[src/rtl/rv32i_enc_pkg.sv]
// ============================================================================
// Module : rv32i_enc_pkg
// Brief  : Mnemonic codes, opcode/funct constants, format enum and decoder
//          shared by the RV32I instruction encoder.
// Rev    : 1.0
// ============================================================================
`default_nettype none

package rv32i_enc_pkg;

    localparam logic [5:0] MN_LUI   = 6'd0;
    localparam logic [5:0] MN_AUIPC = 6'd1;
    localparam logic [5:0] MN_JAL   = 6'd2;
    localparam logic [5:0] MN_JALR  = 6'd3;
    localparam logic [5:0] MN_BEQ   = 6'd4;
    localparam logic [5:0] MN_BNE   = 6'd5;
    localparam logic [5:0] MN_BLT   = 6'd6;
    localparam logic [5:0] MN_BGE   = 6'd7;
    localparam logic [5:0] MN_BLTU  = 6'd8;
    localparam logic [5:0] MN_BGEU  = 6'd9;
    localparam logic [5:0] MN_LB    = 6'd10;
    localparam logic [5:0] MN_LH    = 6'd11;
    localparam logic [5:0] MN_LW    = 6'd12;
    localparam logic [5:0] MN_LBU   = 6'd13;
    localparam logic [5:0] MN_LHU   = 6'd14;
    localparam logic [5:0] MN_SB    = 6'd15;
    localparam logic [5:0] MN_SH    = 6'd16;
    localparam logic [5:0] MN_SW    = 6'd17;
    localparam logic [5:0] MN_ADDI  = 6'd18;
    localparam logic [5:0] MN_SLTI  = 6'd19;
    localparam logic [5:0] MN_SLTIU = 6'd20;
    localparam logic [5:0] MN_XORI  = 6'd21;
    localparam logic [5:0] MN_ORI   = 6'd22;
    localparam logic [5:0] MN_ANDI  = 6'd23;
    localparam logic [5:0] MN_SLLI  = 6'd24;
    localparam logic [5:0] MN_SRLI  = 6'd25;
    localparam logic [5:0] MN_SRAI  = 6'd26;
    localparam logic [5:0] MN_ADD   = 6'd27;
    localparam logic [5:0] MN_SUB   = 6'd28;
    localparam logic [5:0] MN_SLL   = 6'd29;
    localparam logic [5:0] MN_SLT   = 6'd30;
    localparam logic [5:0] MN_SLTU  = 6'd31;
    localparam logic [5:0] MN_XOR   = 6'd32;
    localparam logic [5:0] MN_SRL   = 6'd33;
    localparam logic [5:0] MN_SRA   = 6'd34;
    localparam logic [5:0] MN_OR    = 6'd35;
    localparam logic [5:0] MN_AND   = 6'd36;

    localparam logic [6:0] OP_LUI    = 7'b0110111;
    localparam logic [6:0] OP_AUIPC  = 7'b0010111;
    localparam logic [6:0] OP_JAL    = 7'b1101111;
    localparam logic [6:0] OP_JALR   = 7'b1100111;
    localparam logic [6:0] OP_BRANCH = 7'b1100011;
    localparam logic [6:0] OP_LOAD   = 7'b0000011;
    localparam logic [6:0] OP_STORE  = 7'b0100011;
    localparam logic [6:0] OP_IMM    = 7'b0010011;
    localparam logic [6:0] OP_REG    = 7'b0110011;

    localparam logic [6:0] F7_BASE = 7'h00;
    localparam logic [6:0] F7_ALT  = 7'h20;

    typedef enum logic [2:0] {
        FMT_R  = 3'd0,
        FMT_I  = 3'd1,
        FMT_SH = 3'd2,
        FMT_S  = 3'd3,
        FMT_B  = 3'd4,
        FMT_U  = 3'd5,
        FMT_J  = 3'd6
    } fmt_t;

    typedef struct packed {
        logic       valid;
        fmt_t       fmt;
        logic [6:0] opcode;
        logic [2:0] funct3;
        logic [6:0] funct7;
    } dec_t;

    function automatic dec_t decode_mnem(input logic [5:0] mnem);
        dec_t d;
        d = '{valid: 1'b1, fmt: FMT_R, opcode: 7'd0, funct3: 3'd0, funct7: F7_BASE};
        case (mnem)
            MN_LUI:   begin d.fmt = FMT_U;  d.opcode = OP_LUI;                      end
            MN_AUIPC: begin d.fmt = FMT_U;  d.opcode = OP_AUIPC;                    end
            MN_JAL:   begin d.fmt = FMT_J;  d.opcode = OP_JAL;                      end
            MN_JALR:  begin d.fmt = FMT_I;  d.opcode = OP_JALR;                     end
            MN_BEQ:   begin d.fmt = FMT_B;  d.opcode = OP_BRANCH; d.funct3 = 3'd0;  end
            MN_BNE:   begin d.fmt = FMT_B;  d.opcode = OP_BRANCH; d.funct3 = 3'd1;  end
            MN_BLT:   begin d.fmt = FMT_B;  d.opcode = OP_BRANCH; d.funct3 = 3'd4;  end
            MN_BGE:   begin d.fmt = FMT_B;  d.opcode = OP_BRANCH; d.funct3 = 3'd5;  end
            MN_BLTU:  begin d.fmt = FMT_B;  d.opcode = OP_BRANCH; d.funct3 = 3'd6;  end
            MN_BGEU:  begin d.fmt = FMT_B;  d.opcode = OP_BRANCH; d.funct3 = 3'd7;  end
            MN_LB:    begin d.fmt = FMT_I;  d.opcode = OP_LOAD;   d.funct3 = 3'd0;  end
            MN_LH:    begin d.fmt = FMT_I;  d.opcode = OP_LOAD;   d.funct3 = 3'd1;  end
            MN_LW:    begin d.fmt = FMT_I;  d.opcode = OP_LOAD;   d.funct3 = 3'd2;  end
            MN_LBU:   begin d.fmt = FMT_I;  d.opcode = OP_LOAD;   d.funct3 = 3'd4;  end
            MN_LHU:   begin d.fmt = FMT_I;  d.opcode = OP_LOAD;   d.funct3 = 3'd5;  end
            MN_SB:    begin d.fmt = FMT_S;  d.opcode = OP_STORE;  d.funct3 = 3'd0;  end
            MN_SH:    begin d.fmt = FMT_S;  d.opcode = OP_STORE;  d.funct3 = 3'd1;  end
            MN_SW:    begin d.fmt = FMT_S;  d.opcode = OP_STORE;  d.funct3 = 3'd2;  end
            MN_ADDI:  begin d.fmt = FMT_I;  d.opcode = OP_IMM;    d.funct3 = 3'd0;  end
            MN_SLTI:  begin d.fmt = FMT_I;  d.opcode = OP_IMM;    d.funct3 = 3'd2;  end
            MN_SLTIU: begin d.fmt = FMT_I;  d.opcode = OP_IMM;    d.funct3 = 3'd3;  end
            MN_XORI:  begin d.fmt = FMT_I;  d.opcode = OP_IMM;    d.funct3 = 3'd4;  end
            MN_ORI:   begin d.fmt = FMT_I;  d.opcode = OP_IMM;    d.funct3 = 3'd6;  end
            MN_ANDI:  begin d.fmt = FMT_I;  d.opcode = OP_IMM;    d.funct3 = 3'd7;  end
            MN_SLLI:  begin d.fmt = FMT_SH; d.opcode = OP_IMM;    d.funct3 = 3'd1;  end
            MN_SRLI:  begin d.fmt = FMT_SH; d.opcode = OP_IMM;    d.funct3 = 3'd5;  end
            MN_SRAI:  begin d.fmt = FMT_SH; d.opcode = OP_IMM;    d.funct3 = 3'd5; d.funct7 = F7_ALT; end
            MN_ADD:   begin d.opcode = OP_REG; d.funct3 = 3'd0;                     end
            MN_SUB:   begin d.opcode = OP_REG; d.funct3 = 3'd0; d.funct7 = F7_ALT;  end
            MN_SLL:   begin d.opcode = OP_REG; d.funct3 = 3'd1;                     end
            MN_SLT:   begin d.opcode = OP_REG; d.funct3 = 3'd2;                     end
            MN_SLTU:  begin d.opcode = OP_REG; d.funct3 = 3'd3;                     end
            MN_XOR:   begin d.opcode = OP_REG; d.funct3 = 3'd4;                     end
            MN_SRL:   begin d.opcode = OP_REG; d.funct3 = 3'd5;                     end
            MN_SRA:   begin d.opcode = OP_REG; d.funct3 = 3'd5; d.funct7 = F7_ALT;  end
            MN_OR:    begin d.opcode = OP_REG; d.funct3 = 3'd6;                     end
            MN_AND:   begin d.opcode = OP_REG; d.funct3 = 3'd7;                     end
            default:  d.valid = 1'b0;
        endcase
        return d;
    endfunction

endpackage

`default_nettype wire

[src/rtl/imm_pack_rv32i.sv]
// ============================================================================
// Module : imm_pack_rv32i
// Brief  : Scatters an immediate into its RV32I instruction bit positions and
//          range-checks it when ENC_RANGE_CHECK_EN is defined.
// Rev    : 1.0
// ============================================================================
`default_nettype none

module imm_pack_rv32i
    import rv32i_enc_pkg::*;
(
    input  fmt_t        fmt,
    input  logic [31:0] in_imm,
    output logic [31:0] imm_bits,
    output logic        range_err
);

    always_comb begin
        imm_bits = 32'd0;
        case (fmt)
            FMT_I:   imm_bits[31:20] = in_imm[11:0];
            FMT_SH:  imm_bits[24:20] = in_imm[4:0];
            FMT_S:   begin
                imm_bits[31:25] = in_imm[11:5];
                imm_bits[11:7]  = in_imm[4:0];
            end
            FMT_B:   begin
                imm_bits[31]    = in_imm[12];
                imm_bits[30:25] = in_imm[10:5];
                imm_bits[11:8]  = in_imm[4:1];
                imm_bits[7]     = in_imm[11];
            end
            FMT_U:   imm_bits[31:12] = in_imm[31:12];
            FMT_J:   begin
                imm_bits[31]    = in_imm[20];
                imm_bits[30:21] = in_imm[10:1];
                imm_bits[20]    = in_imm[11];
                imm_bits[19:12] = in_imm[19:12];
            end
            default: imm_bits = 32'd0;
        endcase
    end

`ifdef ENC_RANGE_CHECK_EN
    // A value fits an N-bit signed field when all bits above the sign bit match it.
    logic w_fit12, w_fit13, w_fit21;
    assign w_fit12 = (&in_imm[31:11]) | ~(|in_imm[31:11]);
    assign w_fit13 = (&in_imm[31:12]) | ~(|in_imm[31:12]);
    assign w_fit21 = (&in_imm[31:20]) | ~(|in_imm[31:20]);

    always_comb begin
        range_err = 1'b0;
        case (fmt)
            FMT_I, FMT_S: range_err = ~w_fit12;
            FMT_SH:       range_err = |in_imm[31:5];
            FMT_B:        range_err = in_imm[0] | ~w_fit13;
            FMT_J:        range_err = in_imm[0] | ~w_fit21;
            FMT_U:        range_err = |in_imm[11:0];
            default:      range_err = 1'b0;
        endcase
    end
`else
    assign range_err = 1'b0;
`endif

endmodule

`default_nettype wire

[src/rtl/instr_encoder_rv32i.sv]
// ============================================================================
// Module : instr_encoder_rv32i
// Brief  : Encodes RV32I mnemonics into machine words and writes them to
//          sequential instruction-memory addresses. ENC_RANGE_CHECK_EN enables
//          immediate range errors.
// Rev    : 1.0
// ============================================================================
`default_nettype none

module instr_encoder_rv32i
    import rv32i_enc_pkg::*;
(
    input  logic        clock,
    input  logic        reset_n,
    input  logic        start,
    input  logic [31:0] base_addr,
    input  logic        in_valid,
    output logic        in_ready,
    input  logic [5:0]  in_mnem,
    input  logic [4:0]  in_rd,
    input  logic [4:0]  in_rs1,
    input  logic [4:0]  in_rs2,
    input  logic [31:0] in_imm,
    output logic        mem_we,
    output logic [31:0] mem_addr,
    output logic [31:0] mem_wdata,
    output logic        resp_valid,
    output logic        resp_err,
    output logic [15:0] word_count
);

    localparam logic [1:0] ST_IDLE   = 2'd0;
    localparam logic [1:0] ST_ENCODE = 2'd1;
    localparam logic [1:0] ST_WRITE  = 2'd2;

    logic [1:0]  r_state;
    logic        r_ready_en;
    logic [5:0]  r_mnem;
    logic [4:0]  r_rd, r_rs1, r_rs2;
    logic [31:0] r_imm;
    logic [31:0] r_word;
    logic        r_err;
    logic [31:0] r_addr;
    logic [15:0] r_count;

    dec_t        w_dec;
    logic [31:0] w_imm_bits;
    logic        w_range_err;
    logic [4:0]  w_rd, w_rs1, w_rs2;
    logic [31:0] w_word;
    logic        w_err;
    logic        w_unused;

    assign w_unused = ^base_addr[1:0];
    assign w_dec    = decode_mnem(r_mnem);

    imm_pack_rv32i u_imm_pack (
        .fmt       (w_dec.fmt),
        .in_imm    (r_imm),
        .imm_bits  (w_imm_bits),
        .range_err (w_range_err)
    );

    // Register fields absent from the format are forced to zero.
    assign w_rd  = (w_dec.fmt == FMT_S || w_dec.fmt == FMT_B) ? 5'd0 : r_rd;
    assign w_rs1 = (w_dec.fmt == FMT_U || w_dec.fmt == FMT_J) ? 5'd0 : r_rs1;
    assign w_rs2 = (w_dec.fmt == FMT_R || w_dec.fmt == FMT_S || w_dec.fmt == FMT_B) ? r_rs2 : 5'd0;

    assign w_word = w_imm_bits
                  | {w_dec.funct7, w_rs2, w_rs1, w_dec.funct3, w_rd, w_dec.opcode};
    assign w_err  = ~w_dec.valid | w_range_err;

    // r_ready_en holds in_ready low until the first edge after reset release.
    assign in_ready   = r_ready_en && (r_state == ST_IDLE) && !start;
    assign resp_valid = (r_state == ST_WRITE);
    assign resp_err   = resp_valid && r_err;
    assign mem_we     = resp_valid && !r_err;
    assign mem_addr   = r_addr;
    assign mem_wdata  = r_word;
    assign word_count = r_count;

    always_ff @(posedge clock or negedge reset_n) begin
        if (!reset_n) begin
            r_state    <= ST_IDLE;
            r_ready_en <= 1'b0;
            r_mnem     <= 6'd0;
            r_rd       <= 5'd0;
            r_rs1      <= 5'd0;
            r_rs2      <= 5'd0;
            r_imm      <= 32'd0;
            r_word     <= 32'd0;
            r_err      <= 1'b0;
            r_addr     <= 32'd0;
            r_count    <= 16'd0;
        end else begin
            r_ready_en <= 1'b1;
            case (r_state)
                ST_IDLE: begin
                    if (start) begin
                        r_addr  <= {base_addr[31:2], 2'b00};
                        r_count <= 16'd0;
                    end else if (in_valid && in_ready) begin
                        r_mnem  <= in_mnem;
                        r_rd    <= in_rd;
                        r_rs1   <= in_rs1;
                        r_rs2   <= in_rs2;
                        r_imm   <= in_imm;
                        r_state <= ST_ENCODE;
                    end
                end
                ST_ENCODE: begin
                    r_err <= w_err;
                    if (!w_err) begin
                        r_word <= w_word;
                    end
                    r_state <= ST_WRITE;
                end
                ST_WRITE: begin
                    if (!r_err) begin
                        r_addr <= r_addr + 32'd4;
                        if (r_count != 16'hFFFF) begin
                            r_count <= r_count + 16'd1;
                        end
                    end
                    r_state <= ST_IDLE;
                end
                default: r_state <= ST_IDLE;
            endcase
        end
    end

endmodule

`default_nettype wire

[config.mk]
export PLATFORM = sky130hd
export DESIGN_NAME = instr_encoder_rv32i
export DESIGN_NICKNAME = d
export VERILOG_FILES = /design/src/rtl/rv32i_enc_pkg.sv /design/src/rtl/imm_pack_rv32i.sv /design/src/rtl/instr_encoder_rv32i.sv
export SDC_FILE = /design/constraint.sdc
export NUM_CORES = 1
export LEC_CHECK = 0
export BUFFER_PORTS_ARGS = -buffer_cell sky130_fd_sc_hd__buf_2
export CORE_AREA = 2 2 86 171
export CTS_BUF_LIST = sky130_fd_sc_hd__clkbuf_2 sky130_fd_sc_hd__clkbuf_4 sky130_fd_sc_hd__clkbuf_8
export CTS_CLUSTER_SIZE = 12
export DETAILED_ROUTE_END_ITERATION = 10
export DIE_AREA = 0 0 88 173
export PLACE_DENSITY_LB_ADDON = 0.15
export SLEW_MARGIN = 25
export SYNTH_ARGS = -nofsm -noshare
export SYNTH_HDL_FRONTEND = slang
export SYNTH_HIERARCHICAL = 1
export SYNTH_SLANG_ARGS = --single-unit
[constraint.sdc]
create_clock -name clock -period 2.85 [get_ports clock]
set_input_delay 0.57 -clock clock [delete_from_list [all_inputs] [get_ports clock]]
set_output_delay 0.57 -clock clock [all_outputs]
set_load 0.02 [all_outputs]
==> run summary <==
The run finished with clean final reports. The number of optimization iterations in the first detailed-route pass came out at 6. The remaining max-slew budget at the tightest pin is a little under three fifths. The average wire per standard cell is roughly 18 um.

A synthesized cell averages 9.89 um^2. The cell family contributing the most delay on the critical path is simple AND/OR/NAND/NOR gates. The maximum resistive drop on vdd is roughly 0.54 mV. The worst-case hold slack is ~0.10 ns. CTS placed an instance of sky130_fd_sc_hd__clkbuf_8 at the clock tree root. The maximum count of clock buffers along a single path came out at 2. The number of vias per cell after detailed routing is between 6 and 7. The number of hold violations in the final report was 0. The critical setup path kind is reg -> out. After clock tree synthesis, the clock-pin slew on the worst setup and hold paths is ~0.080 ns. The initial standard-cell utilization of the core came out at between 50% and 60%. The post-detailed-route DRC marker count came out at 0. The number of violations reported at the end of detailed-routing iteration 0 came out at 272. The delay of the slowest critical-path stage is approximately 0.53 ns. The final instance count without filler cells came out at 1,151. Setup repair after global routing left no endpoint under its margin.

The via count of the first global-routing pass came out at 7,101. The count of input and output buffers is roughly 170. The count of warnings emitted by yosys came out at 6. Measured along the x axis, the die boundary spans 88 um.

The core occupancy in the finished layout came out at about two thirds. The aggregate global routing overflow came out at 0. The die covers around 15,000 um^2.

173 I/O pins were placed. The repair_antennas step left the layout with diodes totalling 0. The path class of the tightest hold or removal check is in -> async.

The detailed-placement wirelength estimate is 15.7 mm. The initial antenna violation count was 0. In this run the cell area of the synthesized design comes to slightly below 8000 um^2. The hold buffer count at CTS is 0. Along the worst path, the maximum fanout reaches 13. In this run the core area contains 61 standard-cell rows.

The growth of design area from synthesis to finish is 17.5%. The transition time at the pin with the least slew margin is about 0.67 ns. The number of H-tree branching levels is 4. The net count of the finished layout is about 1,000. The number of max-cap violations is 0.

The clock period could shrink to approximately 2.5 ns. The area of the core is 13,800 um^2. The layout has 1,131 filler cells.

For this design the ratio of total power to cell area is slightly above 700 nW/um^2. The slowest stage of the critical path is the sky130_fd_sc_hd__nor2_1 cell. The number of pins with negative max-slew slack in the final report came out at 0. The share of final-layout standard cells stronger than drive strength 1 is between 30 and 40%.

The leakage dissipation came out at between 0.004 and 0.005 uW. For the worst setup path, the data arrival time is 1.97 ns. The final design area excluding fillers came out at just over 9000 um^2. The worst setup path is launched from a flip-flop.

Once placement completed, the tool counted placed cells totaling around 1,100. The share of the clock period used by the worst path came out at 89.1%. The residual antenna-violating net count after detailed routing is 0. The total placed instance area came out at a little under 9000 um^2. The combined buffer and inverter count along the critical path came out at 1. The first global-routing pass estimated 34.2 mm of wire. The final setup skew came out at roughly 0.014 ns. The clock tree from TritonCTS is done. In this run the vertical extent of the chip is 173 um. The pin count of the biggest net entering global routing came out at 63.

The total wire length came out at roughly 21 mm. Traced cell by cell, the critical path runs through or2b_4, nor2_1, buf_2. The tree built by TritonCTS fans out to 135 sinks. The number of instances in the synthesized netlist is 790. The endpoint kind of the worst setup timing path is an output pin.

The total vias in the final route came out at slightly below 7,000. The final setup violation count is 0. The total of cells resized after clock tree synthesis is 0.

In the global route stage, overall resource usage came out at around 28%. The congestion estimate from routability-driven global placement came to between 0.9 and 1. The insertion delay of the later-clocked pin in the worst-skew pair came out at about 0.45 ns.

The setup TNS after final layout is 0 ns. The number of buffers created by CTS came out at 17. The required time at the endpoint of the critical path came out at 2.28 ns. The post-CTS setup buffer count is 0. The top achievable clock speed came out at 0.394 GHz.
[through the flow]
stage	worst slack, ns	power [uW]
6_report	0.312	6590
5_1_grt	0.0969	6980
4_1_cts	0.336	6640
3_5_place_dp	0.376	5060
3_3_place_gp	0.489	4950
2_1_floorplan	0.503	4260
[where the power goes]
group	internal (uW)	leakage, uW	switching (uW)	total, uW
combinational	910	0.00225	1340	2250
sequential	2370	0.00163	402	2770
clock	830	0.000196	739	1570
total	4110	0.00408	2480	6590
[state kept, by name, summed over array words and instances, names as in the netlist]
| signal | cells |
|---|---|
| mem_addr | 30 |
| r_rs2 | 5 |
| r_imm | 32 |
| word_count | 16 |
| r_rs1 | 5 |
| mem_wdata | 32 |
| r_rd | 5 |
| r_state | 2 |
| r_ready_en | 1 |
| r_err | 1 |
| r_mnem | 6 |
[layout by cell type, fill, tap and decap left out, drive strengths merged, types with 7 or more instances in the layout]
master,count
nor2,53
nand4b,11
nor4,12
inv,23
mux2i,17
a211oi,20
a311oi,17
and2,10
or4,11
nand3b,11
conb,9
buf,199
nand2,71
mux2,51
a2111oi,8
o21ai,44
and3b,9
and3,12
clkbuf,24
dfrtp,135
nand3,14
o211ai,11
nand4,11
nand2b,20
o22ai,7
a31oi,12
nor3,12
a21oi,32
[area by class of cell]
cell class / count / area [um^2] / area share [%]
Clock buffer: 24 / 324 / 3.53
Clock inverter: 7 / 67.6 / 0.736
Inverter: 25 / 93.8 / 1.02
Multi-Input combinational cell: 572 / 3980 / 43.3
Sequential cell: 135 / 3380 / 36.8
Tap cell: 189 / 236 / 2.57
Timing Repair Buffer: 199 / 1100 / 12.0
[worst register-to-register path: cells and delay by family, from the launching register on]
kind,cells,cell delay [ns]
AND/OR/NAND/NOR,4,1.02
AO/OA/AOI/OAI,4,0.62
buffers and inverters,1,0.27
flip-flops,1,0.51
[path summary, 6_finish.rpt]
| kind | slack, ns | startpoint | cells after the start | end |
|---|---|---|---|---|
| hold / removal | 0.10 | reset_n | 1 | mem_addr[16] |
| min in group clock | 0.35 | in_imm[13] | 2 | r_imm[13] |
| setup reg to reg | 0.34 | r_mnem[3] | 9 | mem_wdata[21] |
| max in group asynchronous | 2.03 | reset_n | 2 | r_imm[28] |
| hold reg to reg | 0.47 | mem_wdata[0] | 1 | mem_wdata[0] |
| setup / recovery | 0.31 | r_state[0] | 3 | mem_we |
[per-layer routing]
metal | vias to the layer above | part of all wire, % | track usage [%]
met5 | - | 0 | 0
met4 | 0 | 3.9 | 15.9
met3 | 65 | 4.7 | 4.25
met2 | 252 | 56 | 52.1
met1 | 3375 | 35 | 29.4
li1 | 3239 | - | -
Note: power is estimated with default switching activity, not from simulation.
